==> src/rtl/console_slave_pkg.sv <==
// console_slave_pkg: shared constants, state type and helpers for the
// console bus register responder.
//   STATUS_ID          - fixed identity in STATUS[31:16]
//   STATUS_*_BIT       - sticky error bit positions in STATUS
//   DECERR_DATA        - read data returned for out-of-range reads
//   state_e            - responder state (INIT, READY)
//   be_merge()         - byte-lane write merge
package console_slave_pkg;

  localparam logic [15:0] STATUS_ID          = 16'hC05E;
  localparam int          STATUS_DECERR_BIT  = 0;
  localparam int          STATUS_PROTERR_BIT = 1;
  localparam logic [31:0] DECERR_DATA        = 32'hDEAD_BEEF;

  typedef enum logic [0:0] {
    INIT  = 1'b0,
    READY = 1'b1
  } state_e;

  // Replace only the byte lanes whose enable bit is set.
  function automatic logic [31:0] be_merge(input logic [31:0] old_word,
                                           input logic [31:0] new_word,
                                           input logic [3:0]  be);
    logic [31:0] result;
    result = old_word;
    for (int b = 0; b < 4; b++) begin
      if (be[b]) begin
        result[8*b +: 8] = new_word[8*b +: 8];
      end else begin
        result[8*b +: 8] = old_word[8*b +: 8];
      end
    end
    return result;
  endfunction

endpackage

==> src/rtl/console_slave_if.sv <==
// console_slave_if: Avalon-MM pipelined bus between the console master and
// the register responder.
//   address[31:0]      master -> slave  byte address
//   byteenable[3:0]    master -> slave  write lanes
//   read, write        master -> slave  requests
//   writedata[31:0]    master -> slave  write data
//   readdata[31:0]     slave -> master  read data (0 unless readdatavalid)
//   readdatavalid      slave -> master  one strobe per accepted read
//   waitrequest        slave -> master  request not accepted this cycle
interface console_slave_if;

  logic [31:0] address;
  logic [3:0]  byteenable;
  logic        read;
  logic        write;
  logic [31:0] writedata;
  logic [31:0] readdata;
  logic        readdatavalid;
  logic        waitrequest;

  modport master (
    output address, byteenable, read, write, writedata,
    input  readdata, readdatavalid, waitrequest
  );

  modport slave (
    input  address, byteenable, read, write, writedata,
    output readdata, readdatavalid, waitrequest
  );

endinterface

==> src/rtl/console_slave_rdpipe.sv <==
// console_slave_rdpipe: fixed-latency delay line for read responses.
//   clk, reset         clock and synchronous active-high flush
//   in_valid, in_data  response captured at the acceptance edge
//   out_valid, out_data response after READ_LATENCY edges
// Data is stored as zero in invalid slots so out_data is 0 whenever
// out_valid is low.
module console_slave_rdpipe #(
  parameter int READ_LATENCY = 2,
  parameter int DATA_W       = 32
) (
  input  logic              clk,
  input  logic              reset,
  input  logic              in_valid,
  input  logic [DATA_W-1:0] in_data,
  output logic              out_valid,
  output logic [DATA_W-1:0] out_data
);

  logic [READ_LATENCY-1:0] vld_r;
  logic [DATA_W-1:0]       dat_r [READ_LATENCY];

  // Shift valid/data pairs one stage per clock; reset drops everything.
  always_ff @(posedge clk) begin
    if (reset) begin
      for (int i = 0; i < READ_LATENCY; i++) begin
        vld_r[i] <= 1'b0;
        dat_r[i] <= {DATA_W{1'b0}};
      end
    end else begin
      vld_r[0] <= in_valid;
      dat_r[0] <= in_valid ? in_data : {DATA_W{1'b0}};
      for (int i = 1; i < READ_LATENCY; i++) begin
        vld_r[i] <= vld_r[i-1];
        dat_r[i] <= dat_r[i-1];
      end
    end
  end

  assign out_valid = vld_r[READ_LATENCY-1];
  assign out_data  = dat_r[READ_LATENCY-1];

endmodule

==> src/rtl/console_slave_regs.sv <==
// console_slave_regs: Avalon-MM pipelined responder with a small 32-bit
// register bank. Word 0 is STATUS (ID plus sticky DECERR/PROTERR, W1C),
// words 1..NUM_REGS-1 are byte-enabled scratch registers.
//   clk    sole clock, rising edge
//   reset  synchronous, active-high
//   bus    console_slave_if.slave
// Optional feature macro: CONSOLE_SLAVE_TIMESTAMP_EN adds a free-running
// 32-bit counter at word NUM_REGS (writes clear it).
module console_slave_regs
  import console_slave_pkg::*;
#(
  parameter int          NUM_REGS     = 8,
  parameter int          READ_LATENCY = 2,
  parameter logic [31:0] RESET_VALUE  = 32'h0000_0000
) (
  input  logic            clk,
  input  logic            reset,
  console_slave_if.slave  bus
);

  localparam int IDX_W = $clog2(NUM_REGS);
`ifdef CONSOLE_SLAVE_TIMESTAMP_EN
  localparam logic [29:0] WORD_LIMIT = 30'(NUM_REGS + 1);
`else
  localparam logic [29:0] WORD_LIMIT = 30'(NUM_REGS);
`endif

  state_e      state_r;
  logic        waitrequest_r;
  logic [31:0] regs_r [1:NUM_REGS-1];
  logic        decerr_r;
  logic        proterr_r;

  logic [29:0]      word_s;
  logic [IDX_W-1:0] idx_s;
  logic             in_range_s;
  logic             ts_hit_s;
  logic             accept_s;
  logic             wr_ok_s;
  logic             rd_issue_s;
  logic             stat_clr_s;
  logic             decerr_set_s;
  logic             proterr_set_s;
  logic [31:0]      status_s;
  logic [31:0]      rd_data_s;
  logic             unused_s;

  assign word_s     = bus.address[31:2];
  assign idx_s      = bus.address[IDX_W+1:2];
  assign in_range_s = (word_s < WORD_LIMIT);
  assign unused_s   = ^bus.address[1:0];

  // A request is only taken while waitrequest is low.
  assign accept_s   = (bus.read | bus.write) & ~waitrequest_r;
  // Write wins on read+write; the read half is discarded.
  assign wr_ok_s    = accept_s & bus.write & in_range_s;
  assign rd_issue_s = accept_s & bus.read & ~bus.write;

  assign decerr_set_s  = accept_s & ~in_range_s;
  assign proterr_set_s = accept_s & bus.read & bus.write;
  assign stat_clr_s    = wr_ok_s & ~ts_hit_s & (idx_s == {IDX_W{1'b0}}) & bus.byteenable[0];

`ifdef CONSOLE_SLAVE_TIMESTAMP_EN
  logic [31:0] ts_r;

  // ts_hit_s: the timestamp word aliases index 0, so it is decoded separately.
  assign ts_hit_s = (word_s == 30'(NUM_REGS));

  // Free-running counter; a write with any lane enabled restarts it at 0.
  always_ff @(posedge clk) begin
    if (reset) begin
      ts_r <= 32'h0000_0000;
    end else if (wr_ok_s && ts_hit_s && (bus.byteenable != 4'b0000)) begin
      ts_r <= 32'h0000_0000;
    end else begin
      ts_r <= ts_r + 32'h0000_0001;
    end
  end
`else
  assign ts_hit_s = 1'b0;
`endif

  // Assemble the STATUS word from ID and sticky bits.
  always_comb begin
    status_s = {STATUS_ID, 16'h0000};
    status_s[STATUS_DECERR_BIT]  = decerr_r;
    status_s[STATUS_PROTERR_BIT] = proterr_r;
  end

  // Read mux, sampled at the acceptance edge (before that edge's write).
  always_comb begin
    rd_data_s = 32'h0000_0000;
    if (!in_range_s) begin
      rd_data_s = DECERR_DATA;
    end else if (ts_hit_s) begin
`ifdef CONSOLE_SLAVE_TIMESTAMP_EN
      rd_data_s = ts_r;
`else
      rd_data_s = DECERR_DATA;
`endif
    end else if (idx_s == {IDX_W{1'b0}}) begin
      rd_data_s = status_s;
    end else begin
      rd_data_s = regs_r[idx_s];
    end
  end

  // Two-state control: one INIT cycle after reset, then READY forever.
  always_ff @(posedge clk) begin
    if (reset) begin
      state_r       <= INIT;
      waitrequest_r <= 1'b1;
    end else begin
      case (state_r)
        INIT: begin
          state_r       <= READY;
          waitrequest_r <= 1'b0;
        end
        READY: begin
          state_r       <= READY;
          waitrequest_r <= 1'b0;
        end
        default: begin
          state_r       <= INIT;
          waitrequest_r <= 1'b1;
        end
      endcase
    end
  end

  // Scratch registers with byte-lane writes.
  always_ff @(posedge clk) begin
    if (reset) begin
      for (int i = 1; i < NUM_REGS; i++) begin
        regs_r[i] <= RESET_VALUE;
      end
    end else begin
      for (int i = 1; i < NUM_REGS; i++) begin
        if (wr_ok_s && !ts_hit_s && (idx_s == IDX_W'(i))) begin
          regs_r[i] <= be_merge(regs_r[i], bus.writedata, bus.byteenable);
        end
      end
    end
  end

  // Sticky error bits: write-1-to-clear, a same-cycle set takes priority.
  always_ff @(posedge clk) begin
    if (reset) begin
      decerr_r  <= 1'b0;
      proterr_r <= 1'b0;
    end else begin
      decerr_r  <= (decerr_r  & ~(stat_clr_s & bus.writedata[STATUS_DECERR_BIT]))  | decerr_set_s;
      proterr_r <= (proterr_r & ~(stat_clr_s & bus.writedata[STATUS_PROTERR_BIT])) | proterr_set_s;
    end
  end

  console_slave_rdpipe #(
    .READ_LATENCY (READ_LATENCY),
    .DATA_W       (32)
  ) u_rdpipe (
    .clk       (clk),
    .reset     (reset),
    .in_valid  (rd_issue_s),
    .in_data   (rd_data_s),
    .out_valid (bus.readdatavalid),
    .out_data  (bus.readdata)
  );

  assign bus.waitrequest = waitrequest_r;

endmodule

==> src/flat_wrapper.sv <==
// flat-port wrapper written by rule: the top's interface ports become plain ports
module console_slave_regs_flat import console_slave_pkg::*;
#(
  parameter int          NUM_REGS     = 8,
  parameter int          READ_LATENCY = 2,
  parameter logic [31:0] RESET_VALUE  = 32'h0000_0000
)
  (clk, reset, bus_address, bus_byteenable, bus_read, bus_write, bus_writedata, bus_readdata, bus_readdatavalid, bus_waitrequest);
  console_slave_if bus_i ();
  input  logic clk;
  input  logic reset;
  input wire logic [$bits(bus_i.address)-1:0] bus_address;
  input wire logic [$bits(bus_i.byteenable)-1:0] bus_byteenable;
  input wire logic [$bits(bus_i.read)-1:0] bus_read;
  input wire logic [$bits(bus_i.write)-1:0] bus_write;
  input wire logic [$bits(bus_i.writedata)-1:0] bus_writedata;
  output wire logic [$bits(bus_i.readdata)-1:0] bus_readdata;
  output wire logic [$bits(bus_i.readdatavalid)-1:0] bus_readdatavalid;
  output wire logic [$bits(bus_i.waitrequest)-1:0] bus_waitrequest;
  assign bus_i.address = bus_address;
  assign bus_i.byteenable = bus_byteenable;
  assign bus_i.read = bus_read;
  assign bus_i.write = bus_write;
  assign bus_i.writedata = bus_writedata;
  assign bus_readdata = bus_i.readdata;
  assign bus_readdatavalid = bus_i.readdatavalid;
  assign bus_waitrequest = bus_i.waitrequest;
  console_slave_regs #(.NUM_REGS(NUM_REGS), .READ_LATENCY(READ_LATENCY), .RESET_VALUE(RESET_VALUE)) u_core (.clk(clk), .reset(reset), .bus(bus_i));
endmodule
==> config.mk <==
export PLATFORM = sky130hd
export DESIGN_NAME = console_slave_regs_flat
export DESIGN_NICKNAME = d
export VERILOG_FILES = /design/src/rtl/console_slave_pkg.sv /design/src/rtl/console_slave_if.sv /design/src/rtl/console_slave_rdpipe.sv /design/src/rtl/console_slave_regs.sv /design/src/flat_wrapper.sv
export SDC_FILE = /design/constraint.sdc
export NUM_CORES = 1
export LEC_CHECK = 0
export CAP_MARGIN = 25
export CORE_ASPECT_RATIO = 2
export CORE_MARGIN = 3
export CORE_UTILIZATION = 53
export DETAILED_ROUTE_END_ITERATION = 12
export PLACE_DENSITY = 0.77
export RECOVER_POWER = 100
export SLEW_MARGIN = 20
export SYNTH_ARGS = -nofsm -noshare
export SYNTH_HDL_FRONTEND = slang
export SYNTH_HIERARCHICAL = 1
export SYNTH_SLANG_ARGS = --single-unit
==> constraint.sdc <==
create_clock -name clk -period 2.7 [get_ports clk]
set_input_delay 0.675 -clock clk [delete_from_list [all_inputs] [get_ports clk]]
set_output_delay 0.675 -clock clk [all_outputs]
set_load 0.005 [all_outputs]
==> summary.md <==
| Metric | Value |
|---|---|
| Outcome | complete, no violations |
| H-tree depth | 1 |
| Clock tree from TritonCTS | built |
| Root buffer cell | clkbuf_16 |
| CP max stage delay | 0.59 ns |
| Fin. Hold Viols | 0 |
| Post-synthesis mux area share | 0.0856 |
| Num CTS Buffers | 24 |
| Type of the worst min-delay path | register to register |
| End of the worst hold path | u_core/u_rdpipe/vld_r[1]$_SDFF_PP0_ |
| Die height | 227 um |
| RSZ-0062 raised after global routing | yes |
| R2R cell count | 6 |
| Io pins | 106 |
| Main combinational cell family by area after synthesis | simple AND/OR/NAND/NOR gates |
| Most used cell, CP | or4_4 |
| First-pass GRT wire length | 46,300 um |
| Critical path's slowest cell | or4_4 |
| Clk_skew | 0.00621 ns |
| CP Cell Sequence | clkdlybuf4s50_1, or4_4, or4_4, buf_4, nor4b_4, or2_4 |
| Period utilization | 0.990 |
| Simple-Gate Fraction of Synth Area | 0.184 |
| Vias post-DR | 8,300 |
| # rows | 80 |
| Area Overhead vs Synth | 18.3% |
| Worst slew pin tran | 0.859 ns |
| Most frequent cells in the layout | edfxtp_1, nor2_1, buf_4 |
| Synth unique cells | 48 |
| CORE AREA | 23,900 um^2 |
| DRC errors left | 0 |
| Post-Synth XOR/XNOR Area | 0 |
| DP Wirelength | 21,100 um |
| PnR worst setup slack | 0.0265 ns |
| Slew headroom | 0.427 |
| CP endpoint kind | register |
| Endpoints failing setup | 0 |
| Ys async rst share | 0 |
| Clock latency at the later pin of the worst-skew pair | 0.53 ns |
| Initial Utilization | 0.541 |
| Hold slack | 0.435 ns |
| Yosys reg bits | 293 |
| Final layout net count | 1,158 |
| Ys Warns | 6 |
| R2R Path Start | u_core/bus.waitrequest$_DFF_P_ |
| Worst Path Arrival | 2.91 ns |
| Pin count of the biggest net entering global routing | 73 |
| GPL Wtd Cong | 0.793 |
| MaxCap Viol Count | 0 |
| Final Slew Violations | 0 |
| Adder-cell area share of the yosys netlist | 0 |
| Antenna-violating nets left | 0 |
| Critical path class | input pin to register |
| Post-route cell area | 15,300 um^2 |
| Mapped Avg Cell Area | 13.3 um^2 |
| Most common cell after layout, fill and taps aside | edfxtp_1 |
| I/O Buffers | 103 |
| Primary FF master, synth | edfxtp_1 |
| Post-synthesis sequential area ratio | 0.626 |
| Required @ worst endpoint | 2.93 ns |
| Fillcell total | 1,751 |
| Syn nets | 1,047 |
| Die width | 117 um |
| TritonCTS sink count | 293 |
| Fin crit period | 2.67 ns |
| Worst slack, placed | -0.516 ns |
| GRT Overall Usage | 0.230 |
| Pwr per Cell Area | 584 nW/um^2 |
| Peak supply drop | 458 uV |
| Synth Area in Compound Gates | 0.0542 |
| Clock transition at path regs | 0.06 ns |
| Crit start category | input pin |
| Hold depth | 1 |
| Post-Synthesis Cells | 975 |
| Fraction of layout cells with a size suffix above 1 | 0.194 |
| Max Fclk | 374 MHz |
| Reg2reg setup slack | 0.48 ns |
| Die ar. | 26,500 um^2 |
| ANT cells | 0 |
| Gr ovfl total | 0 |
| Initial drt markers | 716 |
| CTS Buffer Depth | 3 |
| Number of synthesized flops with an enable pin | 224 |
| Leak Pwr | 6.04 nW |
| Initial antenna violation count | 0 |
| Routed WL | 29,700 um |
| Drt pass-1 iters | 5 |
| Crit-path max FO | 8 |
| Vias in the first global route | 8,671 |
| Post-place instance area | 14,600 um^2 |
| R2R Path End | u_core/regs_r[4][31]$_SDFFCE_PN0P_ |
| Worst hold start | u_core/u_rdpipe/vld_r[0]$_SDFF_PP0_ |
| DR vias/cell | 5.97 |
| WL/cell | 21.4 um |
| Post-Syn Area | 13,000 um^2 |
==> kinds of logic after synthesis <==
logic type / Yosys count
simple gates: 407
buf+inv: 116
compound gates: 93
flops: 293
mux: 66
==> through the flow <==
stage / util / total power, W / TNS [ns] / instances
5_1_grt: 0.641 / 0.00924 / -0.0180 / 1390
4_1_cts: 0.641 / 0.00901 / 0 / 1390
2_1_floorplan: - / 0.00542 / 0 / 975
3_3_place_gp: 0.610 / 0.00572 / -145.89 / 1347
6_report: 0.641 / 0.00895 / 0 / 1390
3_5_place_dp: 0.610 / 0.00574 / -154.52 / 1347
==> power breakdown <==
group,switching (W),total (W),internal [W]
clock network,0.00151,0.00331,0.00181
logic,0.000372,0.000681,0.000309
registers,0.0000296,0.00496,0.00493
total,0.00191,0.00895,0.00705
==> cell type report <==
type	count	area, um^2	share of cell area
clock buffer	32	693	0.0452
clock inverter	11	53.8	0.00351
inverter	3	11.3	0.000735
multi-input combinational	566	4230	0.276
sequential	293	8110	0.529
tap	287	359	0.0234
timing repair buffer	198	1870	0.122
==> worst max path at each step <==
stage,slack [ns],cells past startpoint,start,to
after floorplan,0.0005,4,bus_address[15],u_core/regs_r[1][0]$_SDFFCE_PN0P_
after global placement,-0.49,6,bus_address[15],u_core/regs_r[1][7]$_SDFFCE_PN0P_
after detailed placement,-0.52,6,bus_address[15],u_core/regs_r[1][28]$_SDFFCE_PN0P_
after CTS,0.05,6,bus_address[15],u_core/regs_r[1][25]$_SDFFCE_PN0P_
after global routing,-0.005,6,bus_address[17],u_core/regs_r[1][25]$_SDFFCE_PN0P_
final,0.03,6,bus_address[15],u_core/regs_r[1][3]$_SDFFCE_PN0P_
==> worst max-delay path, delay by kind of cell <==
kind,cells,cell delay (ns)
buffers and inverters,2,0.59
and+or+nand+nor,4,1.65
==> Yosys cell counts (3+ instances only) <==
master | count | area, um^2
and2_1 | 33 | 206
buf_2 | 13 | 65.1
a22oi_1 | 18 | 135
edfxtp_1 | 224 | 6730
a31o_2 | 11 | 96.3
nor2b_1 | 38 | 238
nor4b_4 | 4 | 95.1
nor4_1 | 7 | 43.8
mux4_2 | 34 | 766
inv_1 | 3 | 11.3
o211ai_1 | 22 | 165
a41o_1 | 12 | 120
and3b_1 | 34 | 298
buf_1 | 7 | 26.3
o21ai_0 | 4 | 20.0
buf_6 | 9 | 101
nor3b_1 | 6 | 45.0
buf_4 | 33 | 248
nand2_1 | 60 | 225
nor2_1 | 139 | 522
and4_1 | 49 | 429
or2_1 | 4 | 25.0
nand3_1 | 4 | 20.0
or4_4 | 3 | 33.8
dfxtp_1 | 69 | 1380
mux2_2 | 18 | 203
a21oi_1 | 14 | 70.1
and3_1 | 16 | 100
a221oi_1 | 3 | 26.3
mux2i_1 | 14 | 140
clkbuf_1 | 49 | 184
a211oi_1 | 5 | 37.5
==> routing by layer <==
metal	routed length, um	track usage
met1	9960	0.256
met5	0	0
met2	16500	0.426
met4	1230	0.0996
met3	2040	0.0348
==> state kept, by name, summed over array words and instances, names as in the netlist <==
| register | flops |
|---|---|
| u_core/bus.waitrequest | 1 |
| u_core/decerr_r | 1 |
| u_core/proterr_r | 1 |
| u_core/regs_r | 224 |
| u_core/u_rdpipe/dat_r | 64 |
| u_core/u_rdpipe/vld_r | 2 |
==> what timing repair did <==
action	CTS	global route
buffers inserted	0	0
hold buffers	0	0
endpoints found under the setup margin	0	56
gates resized for setup	0	1
Power figures use the tool's default switching activity.
